<file path="src/rtl/request_unit.sv">
// request_unit: sequences instruction fetch, decode hold and data-memory
// requests for the multicycle MIPS core. PC advance and write-back are gated
// until each instruction's requests complete; a watchdog turns a hung memory
// handshake into a sticky error plus halt.
module request_unit #(
  parameter int TIMEOUT = 1024
) (
  input  logic        CLK,
  input  logic        RST,
  input  logic        ihit,
  input  logic [31:0] imemload,
  input  logic        dhit,
  input  logic        MemRead,
  input  logic        MemWrite,
  input  logic        mem_halt,
  output logic [31:0] instr,
  output logic        iREN,
  output logic        dREN,
  output logic        dWEN,
  output logic        PC_EN,
  output logic        wb_en,
  output logic        halt,
  output logic        err,
  output logic [31:0] retired
);

  localparam int WDW = $clog2(TIMEOUT + 1);
  localparam logic [WDW-1:0] WD_LAST = WDW'(TIMEOUT - 1);

  typedef enum logic [1:0] {
    FETCH  = 2'd0,
    EXEC   = 2'd1,
    MEM    = 2'd2,
    HALTED = 2'd3
  } state_t;

  state_t         state_q;
  logic [31:0]    instr_q;
  logic           dren_q;
  logic           dwen_q;
  logic           halt_q;
  logic           err_q;
  logic [31:0]    retired_q;
  logic [WDW-1:0] wd_q;
  logic           done_s;
  logic           wd_fire_s;

  // Completion strobe: a non-memory instruction retires in EXEC, a memory one on its dhit.
  always_comb begin
    done_s = 1'b0;
    case (state_q)
      EXEC:    done_s = ~mem_halt & ~(MemRead | MemWrite);
      MEM:     done_s = dhit;
      default: done_s = 1'b0;
    endcase
  end

  // Watchdog expiry: the waiting state has used its last allowed cycle.
  always_comb begin
    if (wd_q == WD_LAST) begin
      wd_fire_s = 1'b1;
    end else begin
      wd_fire_s = 1'b0;
    end
  end

  // Main sequencer: state, latched instruction, data requests, watchdog and counters.
  always_ff @(posedge CLK or posedge RST) begin
    if (RST) begin
      state_q   <= FETCH;
      instr_q   <= 32'd0;
      dren_q    <= 1'b0;
      dwen_q    <= 1'b0;
      halt_q    <= 1'b0;
      err_q     <= 1'b0;
      retired_q <= 32'd0;
      wd_q      <= '0;
    end else begin
      case (state_q)
        FETCH: begin
          if (ihit) begin
            instr_q <= imemload;
            state_q <= EXEC;
            wd_q    <= '0;
          end else if (wd_fire_s) begin
            err_q   <= 1'b1;
            halt_q  <= 1'b1;
            state_q <= HALTED;
            wd_q    <= '0;
          end else begin
            wd_q <= wd_q + WDW'(1);
          end
        end
        EXEC: begin
          wd_q <= '0;
          if (mem_halt) begin
            halt_q  <= 1'b1;
            state_q <= HALTED;
          end else if (MemRead | MemWrite) begin
            // A write request takes precedence when both are decoded.
            dwen_q  <= MemWrite;
            dren_q  <= MemRead & ~MemWrite;
            state_q <= MEM;
          end else begin
            retired_q <= retired_q + 32'd1;
            state_q   <= FETCH;
          end
        end
        MEM: begin
          if (dhit) begin
            retired_q <= retired_q + 32'd1;
            dren_q    <= 1'b0;
            dwen_q    <= 1'b0;
            state_q   <= FETCH;
            wd_q      <= '0;
          end else if (wd_fire_s) begin
            err_q   <= 1'b1;
            halt_q  <= 1'b1;
            dren_q  <= 1'b0;
            dwen_q  <= 1'b0;
            state_q <= HALTED;
            wd_q    <= '0;
          end else begin
            wd_q <= wd_q + WDW'(1);
          end
        end
        HALTED: begin
          state_q <= HALTED;
          dren_q  <= 1'b0;
          dwen_q  <= 1'b0;
          wd_q    <= '0;
        end
        default: begin
          state_q <= FETCH;
          dren_q  <= 1'b0;
          dwen_q  <= 1'b0;
          wd_q    <= '0;
        end
      endcase
    end
  end

  assign iREN    = (state_q == FETCH);
  assign instr   = instr_q;
  assign dREN    = dren_q;
  assign dWEN    = dwen_q;
  assign PC_EN   = done_s;
  assign wb_en   = done_s;
  assign halt    = halt_q;
  assign err     = err_q;
  assign retired = retired_q;

endmodule

</file>
<file path="config.mk">
export PLATFORM = sky130hd
export DESIGN_NAME = request_unit
export DESIGN_NICKNAME = d
export VERILOG_FILES = /design/src/rtl/request_unit.sv
export SDC_FILE = /design/constraint.sdc
export NUM_CORES = 1
export LEC_CHECK = 0
export CORE_MARGIN = 2
export CORE_UTILIZATION = 35
export CTS_BUF_LIST = sky130_fd_sc_hd__clkbuf_4
export CTS_CLUSTER_SIZE = 40
export DETAILED_ROUTE_END_ITERATION = 6
export PLACE_DENSITY_LB_ADDON = 0.05
export SLEW_MARGIN = 20
export SYNTH_ARGS = -nofsm -noshare
export SYNTH_HDL_FRONTEND = slang
export SYNTH_SLANG_ARGS = --single-unit
</file>
<file path="constraint.sdc">
create_clock -name CLK -period 3.2 [get_ports CLK]
set_clock_uncertainty 0.2 [all_clocks]
set_input_delay 0.32 -clock CLK [delete_from_list [all_inputs] [get_ports CLK]]
set_output_delay 0.32 -clock CLK [all_outputs]
set_load 0.02 [all_outputs]
</file>
==> impl_metrics.toml <==
[yosys]
synthArstFlopShare_pct = 100
synth_top_family_by_area = "simple AND/OR/NAND/NOR gates"
ys_warn_count = 0
ys_seq_area_share_pct = 57.3
syn_inst = 291
synth_edf_count = 0
ys_seq_elements = 81
synthFlopType = "dfrtp_1"
syn_area_um2 = 3540
synth_compound_gate_area_share_pct = 3.61
syn-num-nets = 336
synthMuxAreaShare_pct = 10.5
synth-simple-area-share_pct = 15.0
ys_types = 38
avgSynthCellArea_um2 = 12.2
synthXorXnorAreaFrac_pct = 9.66
synthAdderAreaFrac_pct = 2.12

[detailed_routing]
drc = 0
first_iter_violations = 70
drt-total-wl_um = 7840
dr_total_vias = 2510
postRouteAntennaNets = 0
wire_per_inst_um = 14.5
drtPass1Iterations = 4
viasPerCell = 4.66

[floorplanning]
coreArea_um2 = 9770
start_util_pct = 36.2
die_h_um = 105
die_w_um = 105
io_pins = 110
num_rows = 36
die_area_um2 = 10900

[clocking]
cts-root-buf = "clkbuf_4"
cts_tree = "yes"
clkSinkCount = 81
clk_pin_slew_ns = 0.12
cts-buffers-inserted = 9
cts_setup_buffers = 0
htreeDepth = 3
clockBufferDepth = 2
post_cts_resize_count = 0
clk_latency_ns = 0.40
cts_hold_repair.buffers = 0

[pwr]
switchingPower_mw = 1.29
sw_frac_of_total_pct = 33.9
p_per_area_nw_per_um2 = 767
ir_drop_mv = 0.392
p_leak_nw = 2.14
p_seq_share_pct = 38.4
pwr-share-clk_pct = 18.8
p_int_mw = 2.51
combPwrFrac_pct = 42.8
p_total_mw = 3.80

[global_route]
grt_max_degree = 55
antenna_found_initial = 0
track_usage_pct = 14.7
gr-total-overflow = 0
grt_pass1_wl_um = 12800
grt_pass1_vias = 2466

[finish]
n_antenna_cell = 0
drive_gt1_share_pct = 13.1
fin_nets = 449
area_growth_pct = 39.8
stdcell_count = 539
design_area_um2 = 4950

[timing]
setup_violations = 0
fin_setup_tns_ns = 0
slew_violations = 0
timing.hold.ws_ns = 0.0359
relSlewSlack_pct = 66.1
rsz0062_at_grt = "no"
period_share_pct = 91.8
hold_viol = 0
tightestPinTransition_ns = 0.508
fin_crit_ns = 2.94
max_freq_mhz = 341

[placement]
dp_cells = 526
gp_congestion = 0.806
placed_cell_area_um2 = 4780
dp.final_hpwl_um = 5670
portBuffers = 109

[setup_path]
path_buf_inv = 2
critPathRequiredTime_ns = 2.68
crit_chain = "inv_1 -> ha_1 -> nor2b_1 -> a22oi_1 -> nor2b_1 -> clkdlybuf4s50_1"
crit_type = "register to output port"
cpMostUsedCell = "nor2b_1"
cp_slowest_cell = "clkdlybuf4s50_1"
arrival_ns = 2.42
crit_fanout = 9
max_stage_delay_ns = 0.63
cp-end-kind = "output port"
cp_top_family = "buffers and inverters"
cp-start-kind = "register"

[job]
maxCapViolCount = 0

[min_path]
min_path_type = "input port to asynchronous set/reset pin"

[outcome]
outcome = "completed"
-- routing by layer --
| layer | GRT usage [%] | wire [um] | share of wire [%] |
|---|---|---|---|
| met1 | 19.6 | 3600 | 46 |
| met2 | 23.5 | 3820 | 49 |
| met3 | 3.12 | 326 | 4.2 |
| met4 | 5.50 | 89 | 1.1 |
| met5 | 0 | 0 | 0 |
-- registers in the layout, indices dropped and copies added, names as in the netlist --
signal / flops
dREN: 1
dWEN: 1
err: 1
halt: 1
instr: 32
retired: 32
state_q: 2
wd_q: 11
-- cell type report --
| type | instances | area, um^2 |
|---|---|---|
| fill | 936 | 4830 |
| timing repair buffer | 111 | 1120 |
| sequential | 81 | 2030 |
| clock buffer | 9 | 67.6 |
| clock inverter | 4 | 95.1 |
| multi-input combinational | 195 | 1450 |
| inverter | 6 | 23.8 |
| tap | 133 | 166 |
-- synthesized netlist by cell type, drive strengths merged (2+ instances only) --
master  count  area share, %
buf         3           0.50
xnor2      27            6.7
nor3        3           0.74
nand2b      4           0.71
and2        3           0.53
a21oi       2           0.28
nand2      23            2.4
dfrtp      81             57
nand3      12            1.8
nor2b       4           0.71
o21ai       6           0.85
nor2       19            2.0
and3       14            2.5
and4        6            1.5
nand4       6            1.1
xor2       12            3.0
inv         6           0.64
ha          6            2.1
clkbuf      6           0.64
mux2       33             11
-- path summary, 6_finish.rpt --
kind,start,end,slack [ns],depth (start not counted)
max,state_q[1]$_DFF_PP0_,wb_en,0.26,6
min,RST,instr[20]$_DFFE_PP0P_,0.04,2
max reg2reg,state_q[1]$_DFF_PP0_,retired[23]$_DFFE_PP0P_,0.85,7
min reg2reg,err$_DFFE_PP0P_,err$_DFFE_PP0P_,0.29,1
max in group asynchronous,RST,wd_q[10]$_DFF_PP0_,2.11,3
min in group CLK,err$_DFFE_PP0P_,err$_DFFE_PP0P_,0.29,1
-- power by group through the flow --
| stage | Clock (mW) | Sequential (mW) | Combinational, mW |
|---|---|---|---|
| after global routing | 0.784 | 1.50 | 1.74 |
| final | 0.715 | 1.46 | 1.62 |
| after CTS | 0.745 | 1.46 | 1.65 |
| after detailed placement | 0 | 1.48 | 1.65 |
| after global placement | 0 | 1.47 | 1.64 |
| after floorplan | 0 | 1.78 | 0.615 |
-- cell usage in the layout (no fill, tap or decap), drive strengths merged --
master and count:
a211o 1, a21o 1, a21oi 2, a221o 1, a22oi 1, a31o 1
a31oi 1, and2 3, and3 14, and4 6, and4b 1, buf 2
bufinv 3, clkbuf 9, clkdlybuf4s50 109, clkinv 2, dfrtp 81, ha 6
inv 5, mux2 33, nand2 23, nand2b 4, nand3 12, nand3b 1
nand4 6, nor2 19, nor2b 4, nor3 3, nor4b 1, o2111ai 1
o211ai 1, o21ai 6, o22ai 1, o31a 1, o31ai 1, or4b 1
xnor2 27, xor2 12
-- worst register-to-register path: stages (launching register included) --
cell,delay (ns)
dfrtp_1,0.43
inv_1,0.08
ha_1,0.32
nor2_1,0.14
nor3_4,0.42
and3_1,0.35
nand4_1,0.15
xnor2_1,0.14
-- logic make-up (layout without fill, tap and decap cells) --
family / after synthesis / after routing
buffers and inverters: 15 / 130
and+or+nand+nor: 98 / 98
muxes: 33 / 33
AOI/OAI and AO/OA: 19 / 19
DFF: 81 / 81
xor gates and xnor gates: 39 / 39
adders and majority gates: 6 / 6
-- stage by stage --
step,worst slack [ns],utilization [%]
6_report,0.264,50.6
5_1_grt,0.0820,50.6
4_1_cts,0.223,50.6
3_5_place_dp,0.570,48.9
3_3_place_gp,0.670,48.9
2_1_floorplan,0.600,-
(Power assumes the default switching activity.)
